## src/rtl/mul_sequencer.sv

```systemverilog
// mul_sequencer: iterative radix-2 shift-add multiply controller.
// Accepts a MUL/UMULL issue pulse, runs WIDTH shift-add iterations while
// freezing the front of the pipeline, then writes the low word (and, for
// long multiplies, the high word to dest+1) through the register-file write
// port it shares with the WB stage. WB always wins the port.
//
// Ports:
//   clk, rst              clock, asynchronous active-low reset
//   start                 issue pulse, sampled only in IDLE
//   is_long               1 = 64-bit result (lo -> dest, hi -> dest+1)
//   dest                  destination register
//   op_a, op_b            multiplicand / multiplier
//   wb_stage_en/dest/value  WB stage write request (priority)
//   rf_wb_en/dest/value   arbitrated register-file write port
//   freeze                stall for IF/ID and ID/EX while busy
//   done                  pulse on the final result write
module mul_sequencer #(
    parameter int unsigned WIDTH = 32,
    parameter int unsigned CNT_W = 5
) (
    input  logic             clk,
    input  logic             rst,
    input  logic             start,
    input  logic             is_long,
    input  logic [3:0]       dest,
    input  logic [WIDTH-1:0] op_a,
    input  logic [WIDTH-1:0] op_b,
    input  logic             wb_stage_en,
    input  logic [3:0]       wb_stage_dest,
    input  logic [31:0]      wb_stage_value,
    output logic             rf_wb_en,
    output logic [3:0]       rf_wb_dest,
    output logic [31:0]      rf_wb_value,
    output logic             freeze,
    output logic             done
);

    localparam int unsigned REG_W = 4;
    localparam int unsigned DATA_W = 32;

    typedef enum logic [1:0] {
        IDLE  = 2'd0,
        CALC  = 2'd1,
        WR_LO = 2'd2,
        WR_HI = 2'd3
    } state_t;

    state_t state, state_nxt;

    logic [WIDTH-1:0] ma;
    logic [WIDTH-1:0] mb;
    logic [WIDTH-1:0] hi;
    logic [CNT_W-1:0] cnt;
    logic [REG_W-1:0] dest_q;
    logic             long_q;
    logic [WIDTH:0]   sum;
    logic             last_iter;
    logic             grant;

    // One shift-add step: add the multiplicand into the high half when the
    // current multiplier bit is set; the carry shifts down into hi.
    always_comb begin
        sum = {1'b0, hi} + (mb[0] ? {1'b0, ma} : '0);
    end

    assign last_iter = (cnt == CNT_W'(WIDTH - 1));
    // WB owns the port whenever it asks for it.
    assign grant     = ~wb_stage_en;

    // State register.
    always_ff @(posedge clk or negedge rst) begin
        if (!rst) begin
            state <= IDLE;
        end else begin
            state <= state_nxt;
        end
    end

    // Next-state, write-port arbitration and status outputs.
    always_comb begin
        state_nxt   = state;
        rf_wb_en    = wb_stage_en;
        rf_wb_dest  = wb_stage_dest;
        rf_wb_value = wb_stage_value;
        freeze      = (state != IDLE);
        done        = 1'b0;

        case (state)
            IDLE: begin
                if (start) begin
                    state_nxt = CALC;
                end
            end
            CALC: begin
                if (last_iter) begin
                    state_nxt = WR_LO;
                end
            end
            WR_LO: begin
                if (grant) begin
                    rf_wb_en    = 1'b1;
                    rf_wb_dest  = dest_q;
                    rf_wb_value = DATA_W'(mb);
                    if (long_q) begin
                        state_nxt = WR_HI;
                    end else begin
                        state_nxt = IDLE;
                        done      = 1'b1;
                    end
                end
            end
            WR_HI: begin
                if (grant) begin
                    rf_wb_en    = 1'b1;
                    // Rd=15 wraps to R0 through the 4-bit truncation.
                    rf_wb_dest  = REG_W'(dest_q + REG_W'(1));
                    rf_wb_value = DATA_W'(hi);
                    state_nxt   = IDLE;
                    done        = 1'b1;
                end
            end
            default: begin
                state_nxt = IDLE;
            end
        endcase
    end

    // Operand latch and multiply datapath; operands only captured on accept.
    always_ff @(posedge clk or negedge rst) begin
        if (!rst) begin
            ma     <= '0;
            mb     <= '0;
            hi     <= '0;
            cnt    <= '0;
            dest_q <= '0;
            long_q <= 1'b0;
        end else begin
            case (state)
                IDLE: begin
                    if (start) begin
                        ma     <= op_a;
                        mb     <= op_b;
                        hi     <= '0;
                        cnt    <= '0;
                        dest_q <= dest;
                        long_q <= is_long;
                    end
                end
                CALC: begin
                    // {hi, mb} <= {sum, mb >> 1}: mb fills with product low bits.
                    hi  <= sum[WIDTH:1];
                    mb  <= {sum[0], mb[WIDTH-1:1]};
                    cnt <= cnt + CNT_W'(1);
                end
                default: begin
                end
            endcase
        end
    end

endmodule

```

## config.mk

```make
export PLATFORM = sky130hd
export DESIGN_NAME = mul_sequencer
export DESIGN_NICKNAME = d
export VERILOG_FILES = /design/src/rtl/mul_sequencer.sv
export SDC_FILE = /design/constraint.sdc
export NUM_CORES = 1
export LEC_CHECK = 0
export CAP_MARGIN = 20
export CORE_MARGIN = 10
export CORE_UTILIZATION = 25
export CTS_CLUSTER_SIZE = 25
export DETAILED_ROUTE_END_ITERATION = 10
export PLACE_DENSITY = 0.58
export REMOVE_ABC_BUFFERS = 1
export SYNTH_ARGS = -nofsm -noshare
export SYNTH_HDL_FRONTEND = slang
export SYNTH_SLANG_ARGS = --single-unit
```

## constraint.sdc

```tcl
create_clock -name clk -period 2.8 [get_ports clk]
set_input_delay 0.56 -clock clk [delete_from_list [all_inputs] [get_ports clk]]
set_output_delay 0.56 -clock clk [all_outputs]
set_load 0.01 [all_outputs]
```

# Word level (Yosys, flattened, before mapping)
# Cells that the tools add are included.
# totals
reg_bits	108
out_inout_bits	39
elab_cells	49
# classes
n_addsub	3
n_eq_ne	8
muxes	24
reduce_logical	7
# ops
operator	count
32-bit case mux with 2 select lines	3
32-bit 2-to-1 mux	5
32-bit by 32-bit adder with 33-bit output	1
2-bit 2-to-1 mux	5
5-bit case mux with 2 select lines	1
4-bit 2-to-1 mux	2
2-bit inequality test (second input constant)	4
2-bit case mux with 4 select lines	1
4-bit case mux with 2 select lines	1
5-bit by 1-bit adder with 5-bit output (second input constant)	1
5-bit == test (second input constant)	1
5-bit 2-to-1 mux	1
4-bit by 1-bit adder with 4-bit output (second input constant)	1
2-bit == test (second input constant)	2
1-bit 2-to-1 mux	4
2-bit AND reduction	2
4-bit AND reduction	1
2-bit nonzero test	2
2-bit by 1-bit == test with 1-bit output (second input constant)	1
2-bit zero test	1
1-bit case mux with 2 select lines	1
2-bit OR reduction	1

# Longest topological paths before layout
# Gate-level depths: netlist (run 1).
# logic_depth
word_depth	3
mapped_depth	12
mapped_depth_nobuf	12

# Worst setup path after synthesis (run 1)
# OpenSTA, ideal clock, no wires.
# synth_timing
path_type	flip-flop to flip-flop
from	register mb[0]
to	register hi[16]
arrival_time_ps	2545
required_time_ps	2667
slack_ps	122
path_stages_with_launch	13
synth_period_minus_slack_ps	2678
path_cell_list	dfrtp_1 > clkbuf_1 > nand2_1 > inv_1 > ha_1 > a211oi_1 > o21bai_2 > o21ai_2 > nand3_2 > a2111o_1 > a31oi_1 > xor2_1 > o21ai_0
# synth_between
elab_chain_len	3
# synth_lines
element	line	text
start, declared	51	logic [WIDTH-1:0] mb;
start signal, assigned	142	mb <= op_b;
start signal, assigned	152	mb <= {sum[0], mb[WIDTH-1:1]};
32-bit 2-to-1 mux	63	sum = {1'b0, hi} + (mb[0] ? {1'b0, ma} : '0);
32-bit by 32-bit adder with 33-bit output	63	
32-bit case mux with 2 select lines	138	case (state)
end signal, assigned	151	hi <= sum[WIDTH:1];
end, declared	52	logic [WIDTH-1:0] hi;
# Every way passes these cells.
# A chain may end at the register's enable or synchronous reset.

# Worst setup path after layout (run 1)
# layout_timing
from	register mb[0]
to	register hi[28]
# The elaborated chain is that of the path after synthesis.

==> results of run 1 <==
[through the flow]
step                setup TNS, ns  power (W)  utilization
CTS                       -0.0387     0.0120        0.350
detailed placement         -0.400     0.0102        0.335
finish                          0     0.0124        0.362
global route               -0.403     0.0136        0.362
global placement          -0.0631     0.0102        0.335
floorplan                  -78.29    0.00758            -
[per-layer routing]
| layer | vias up | track usage | routed length [microns] |
|---|---|---|---|
| met5 | - | 0 | 0 |
| met4 | 0 | 0.0342 | 212 |
| met3 | 13 | 0.0328 | 1270 |
| met2 | 119 | 0.205 | 10500 |
| met1 | 2899 | 0.159 | 10300 |
| li1 | 3195 | - | - |
[worst min path at each step]
stage	start	endpoint	slack [ns]
after floorplan	rst	cnt[0]$_DFFE_PN0P_	0.26
after global placement	ma[29]$_DFFE_PN0P_	ma[29]$_DFFE_PN0P_	0.46
after detailed placement	ma[5]$_DFFE_PN0P_	ma[5]$_DFFE_PN0P_	0.46
after CTS	rst	hi[27]$_DFFE_PN0P_	0.24
after global routing	rst	mb[16]$_DFFE_PN0P_	0.27
final	rst	mb[16]$_DFFE_PN0P_	0.22
[cells by family (layout without fill, tap and decap cells)]
logic type               Yosys count  count (layout)  synth area share
AND/OR/NAND/NOR                  353             353             0.220
AO/OA/AOI/OAI                    209             209             0.191
flip-flops                       108             108             0.392
buffers and inverters             59             232            0.0400
adder cells (fa/ha/maj)           36              36            0.0665
multiplexers                      34              34            0.0512
XOR/XNOR                          31              31            0.0394
[report_power, final]
group	switching, W	internal (W)
Sequential	0.000660	0.00241
Clock	0.000628	0.000883
Combinational	0.00422	0.00360
Total	0.00551	0.00689
[what timing repair did]
action,CTS,global route
pin swaps,7,19
resized for setup,14,58
hold buffers,0,0
setup buffers,0,4
gates cloned,0,1
endpoints found under the setup margin,10,41
[cell type report]
type / count / area [sq um]
clock inverter: 7 / 121
timing repair buffer: 203 / 2040
tap: 341 / 427
sequential: 108 / 2710
inverter: 13 / 48.8
multi-input combinational: 663 / 4220
clock buffer: 9 / 225
fill: 2776 / 17200
[synthesized netlist by cell type, types with 14 or more instances]
master and instances:
nand3_1 19, nor2_1 81, o21ai_0 85, xnor2_1 14, and2_1 34, dfrtp_1 108
clkbuf_1 33, ha_1 35, nand2_1 192, o22ai_1 31, xor2_1 17, a21oi_1 25
mux2i_1 33
[flip-flops by register name, summed over array words and instances (netlist names)]
| name | count |
|---|---|
| cnt | 5 |
| dest_q | 4 |
| hi | 32 |
| long_q | 1 |
| ma | 32 |
| mb | 32 |
| state | 2 |
[critical path: stages (launching register included)]
cell and delay [ns]:
dfrtp_2 0.45, buf_12 0.16, and2_1 0.14, ha_1 0.28, a21o_1 0.17, o21bai_2 0.22, buf_4 0.15, o21a_1 0.18
o211ai_1 0.22, nand2_1 0.14, a221oi_2 0.29, xor2_1 0.18, o21ai_1 0.07
==> results.tsv, run 1 <==
stage	metric	value	unit
routing	vias	6226	
worst_setup_path	worst reg-to-reg path cell count	12	
power	Max VDD drop	0.411	mV
routing	routed wire length	22.3	mm
worst_setup_path	CP startpoint	mb[0]$_DFFE_PN0P_	
timing	Final Slew Violations	0	
finish	synthesis-to-finish area growth	42.1	%
worst_setup_path	endpoint class of the critical path	flop	
power	leakage power	4.59	nW
worst_setup_path	Crit Reg-Reg Endpoint	hi[28]$_DFFE_PN0P_	
timing	final worst slack	0.0201	ns
logic_synthesis	register area share after synthesis	0.392	
clock_tree	CTS max path bufs	2	
place	placed cell count	1323	
grt	initial antenna violation count	0	
clock_tree	Root Driver	clkbuf_16	
floorplan	Die Y-Extent	186	microns
worst_setup_path	CP arrival	3.02	ns
finish	share of layout cells above drive strength 1	0.134	
timing	final worst path period share	0.993	
logic_synthesis	Avg Inst Size Synth	8.30	sq um
worst_setup_path	CP Data Required Time	3.04	ns
worst_setup_path	Critical Path End	hi[28]$_DFFE_PN0P_	
timing	RSZ-0062 raised after global routing	yes	
grt	Total GRT Usage	0.125	
logic_synthesis	post-synth top area share	0.392	
routing	DRC marker count from the first detailed-route iteration	271	
routing	DR vias/cell	4.63	
place	Placed Area	9040	sq um
logic_synthesis	synthesized area	6890	sq um
timing	clock period minus worst slack	2.78	ns
logic_synthesis	Synthesis Warnings	0	
floorplan	top-level I/O count	148	
finish	Final #Nets	1143	
finish	Final Cell Area	9790	sq um
timing	Rel. slew slack	0.568	
finish	Antenna Cells	0	
floorplan	die area	34600	sq um
routing	drt wl/cell	16.6	microns
place	RD Place Congestion	0.873	
timing	FMAX	360	MHz
power	PwrDens	1270	nW/um^2
timing	count of final hold-check violations	0	
logic_synthesis	Post-synth top flop	dfrtp_1	
floorplan	Initial Utilization	0.255	
floorplan	FP Rows	60	
floorplan	Die X-Extent	186	microns
worst_setup_path	Crit Path Class	flop to flop	
logic_synthesis	Gate Count Post-Synth	830	
flow_run	max-cap violations	0	
place	hpwl dp	16.1	mm
timing	final setup fails	0	
run_status	status	finished clean	
clock_tree	Clk Latency, worst-skew pair	0.37	ns
logic_synthesis	number of synthesized flops with an enable pin	0	
grt	GRT Residual Overflow	0	
clock_tree	Num Clock Sinks	108	
timing	Slew @ Worst Pin	0.648	ns
grt	pin count of the biggest net entering global routing	49	
routing	iteration count of the initial detailed-routing pass	4	
routing	DR DRC count	0	
worst_hold_path	worst hold path type	input port to asynchronous set/reset pin	
place	worst slack, placed	-0.0781	ns
grt	first-pass GRT wire length	34.4	mm
worst_setup_path	crit start category	flop	
timing	final hold slack	0.221	ns
logic_synthesis	Synth cell types	63	
routing	Detail Route Antenna Nets	0	
finish	most frequent cells in the layout	nand2_1, clkdlybuf4s50_1, dfrtp_1, nor2_1, o21ai_0	
clock_tree	H-tree Lvls	3	
place	port bufs	147	
worst_setup_path	reg2reg start	mb[0]$_DFFE_PN0P_	
clock_tree	CTS tree	built	
logic_synthesis	synth top area cells	dfrtp_1, nand2_1, ha_1	
clock_tree	TritonCTS Buffers	9	
grt	vias in the first global route	6359	
logic_synthesis	register bit count reported by yosys	108	
worst_setup_path	CP max FO	15	
clock_tree	Clock Pin Slew Worst Setup and Hold Paths	0.08	ns
timing	Clock Skews	0.0104	ns
finish	commonest non-fill, non-tap cell in the layout	nand2_1	
worst_setup_path	reg-to-reg setup timing slack	0.02	ns
floorplan	Core Box Area	27000	sq um
finish	Non-Filler Instances	1344	
logic_synthesis	cell accounting for the most synthesized area	dfrtp_1	
logic_synthesis	ys async rst share	1.00	
Note: power is estimated with default switching activity, not from simulation.
==> run 2: changes to the inputs <==
Settings changed: PLACE_DENSITY 0.58 to 0.56.
Clock period 2.8 ns to 3.09 ns, I/O delays scaled along.
==> results.tsv, run 2 (same netlist as run 1, synthesis figures left out) <==
stage	metric	value	unit
worst_setup_path	CP startpoint	wb_stage_en	
finish	share of layout cells above drive strength 1	0.0582	
worst_setup_path	cell mode on critical path	clkdlybuf4s50_1	
floorplan	Die Y-Extent	186	microns
power	PwrDens	1100	nW/um^2
grt	first-pass GRT wire length	33.3	mm
routing	drt wl/cell	16.2	microns
grt	Total GRT Usage	0.123	
worst_setup_path	Crit Path Class	input port to primary output	
finish	Antenna Cells	0	
grt	GRT Residual Overflow	0	
clock_tree	Root Driver	clkbuf_16	
clock_tree	CTS resizes	0	
clock_tree	setup bufs post-CTS	0	
worst_setup_path	reg-to-reg setup timing slack	0.20	ns
worst_setup_path	crit start category	input port	
clock_tree	CTS tree	built	
routing	DR DRC count	0	
timing	clock period minus worst slack	2.90	ns
place	RD Place Congestion	0.875	
floorplan	Core Box Area	27000	sq um
run_status	status	finished clean	
finish	commonest non-fill, non-tap cell in the layout	nand2_1	
routing	Detail Route Antenna Nets	0	
timing	final setup fails	0	
worst_setup_path	critical path, cell by cell	clkdlybuf4s50_1 -> nand2b_2 -> buf_4 -> nand2_1 -> o21ai_0 -> clkdlybuf4s50_1	
clock_tree	Clock Pin Slew Worst Setup and Hold Paths	0.06	ns
timing	final hold slack	0.229	ns
floorplan	top-level I/O count	148	
clock_tree	H-tree Lvls	3	
timing	Clock Skews	0.00705	ns
routing	DR vias/cell	4.64	
place	hpwl dp	15.8	mm
routing	iteration count of the initial detailed-routing pass	4	
worst_setup_path	CP Data Required Time	2.47	ns
timing	Slew @ Worst Pin	0.549	ns
power	Max VDD drop	0.444	mV
worst_setup_path	CP max FO	26	
worst_setup_path	CP bufs+invs	3	
timing	FMAX	345	MHz
timing	Final Slew Violations	0	
floorplan	Die X-Extent	186	microns
clock_tree	Clk Latency, worst-skew pair	0.36	ns
timing	final worst path period share	0.939	
worst_setup_path	reg2reg start	mb[0]$_DFFE_PN0P_	
grt	pin count of the biggest net entering global routing	84	
finish	Final #Nets	1107	
floorplan	FP Rows	60	
timing	setup TNS	0	ns
grt	initial antenna violation count	0	
grt	vias in the first global route	6104	
worst_setup_path	CP top delay family	buffers and inverters	
finish	synthesis-to-finish area growth	31.4	%
routing	routed wire length	21.1	mm
worst_setup_path	CP peak stage delay	0.57	ns
clock_tree	CTS max path bufs	2	
timing	RSZ-0062 raised after global routing	no	
place	port bufs	147	
worst_setup_path	endpoint class of the critical path	primary output	
worst_hold_path	worst hold path type	input port to asynchronous set/reset pin	
timing	count of final hold-check violations	0	
routing	DRC marker count from the first detailed-route iteration	236	
worst_setup_path	CP arrival	2.28	ns
finish	most frequent cells in the layout	nand2_1, clkdlybuf4s50_1, dfrtp_1, o21ai_0, nor2_1	
finish	largest registers	hi (32), ma (32), mb (32)	
clock_tree	TritonCTS Buffers	9	
clock_tree	# hold bufs at CTS	0	
routing	vias	6055	
floorplan	die area	34600	sq um
floorplan	Initial Utilization	0.255	
flow_run	max-cap violations	0	
finish	Final Core Density	0.335	
finish	fill count	2841	
clock_tree	Num Clock Sinks	108	
timing	Rel. slew slack	0.634	
power	leakage power	4.17	nW
worst_setup_path	critical path's slowest cell	clkdlybuf4s50_1	
## run 2: cell types whose count changed in the layout (fill, tap and decap cells not counted), moves of 11 or more
cell | previous run | this run
clkdlybuf4s50_1 | 129 | 146
ha_1 | 22 | 35
ha_4 | 11 | 0
buf_4 | 48 | 15
dlymetal6s2s_1 | 17 | 0
## run 2: area by class of cell
cell class / count / area (sq um) / share of cell area
multi-input combinational: 663 / 3930 / 0.434
sequential: 108 / 2710 / 0.299
timing repair buffer: 167 / 1690 / 0.187
tap: 341 / 427 / 0.0471
clock buffer: 12 / 246 / 0.0272
inverter: 13 / 48.8 / 0.00539
## run 2: final timing paths
kind                                      end  cells after the start
setup / recovery              rf_wb_value[25]                      6
hold / removal             mb[15]$_DFFE_PN0P_                      1
min in group clk            ma[2]$_DFFE_PN0P_                      2
hold reg to reg             ma[2]$_DFFE_PN0P_                      2
max in group asynchronous   mb[4]$_DFFE_PN0P_                      2
setup reg to reg           hi[25]$_DFFE_PN0P_                     11
## run 2: per-stage QoR
step	std cells	total power, W	instance area (sq um)	worst slack (ns)
2_1_floorplan	784	0.00687	6660	-1.17
3_3_place_gp	1292	0.00892	8800	0.175
3_5_place_dp	1292	0.00900	8800	0.169
4_1_cts	1304	0.0101	9040	0.154
5_1_grt	1304	0.0110	9050	0.00935
6_report	1304	0.00999	9050	0.188
## run 2: worst reg2reg max path: cells and delay by family (launching register included)
| family | cells | cell delay [ns] |
|---|---|---|
| simple gates | 4 | 0.84 |
| fa+ha+maj | 1 | 0.35 |
| compound gates | 4 | 0.80 |
| xor+xnor | 1 | 0.17 |
| buf+inv | 1 | 0.16 |
| flops | 1 | 0.44 |
## run 2: report_power, final
part | leakage [nW] | total [W] | internal, W | switching [W]
logic | 2.77 | 0.00617 | 0.00268 | 0.00349
clock network | 0.120 | 0.00106 | 0.000552 | 0.000505
registers | 1.28 | 0.00276 | 0.00219 | 0.000574
total | 4.17 | 0.00999 | 0.00542 | 0.00457
## run 2: per-layer routing
| layer | vias up | GRT usage | share of wire |
|---|---|---|---|
| li1 | 3124 | - | - |
| met4 | 0 | 0.0368 | 0.014 |
| met2 | 124 | 0.191 | 0.45 |
| met5 | - | 0 | 0 |
| met3 | 16 | 0.0351 | 0.064 |
| met1 | 2791 | 0.160 | 0.47 |
==> run 3: changes to the inputs <==
Settings changed: SKIP_LAST_GASP set to 1.
==> results of run 3 <==
The final DEF is identical to that of run 2; final timing and power are the same.
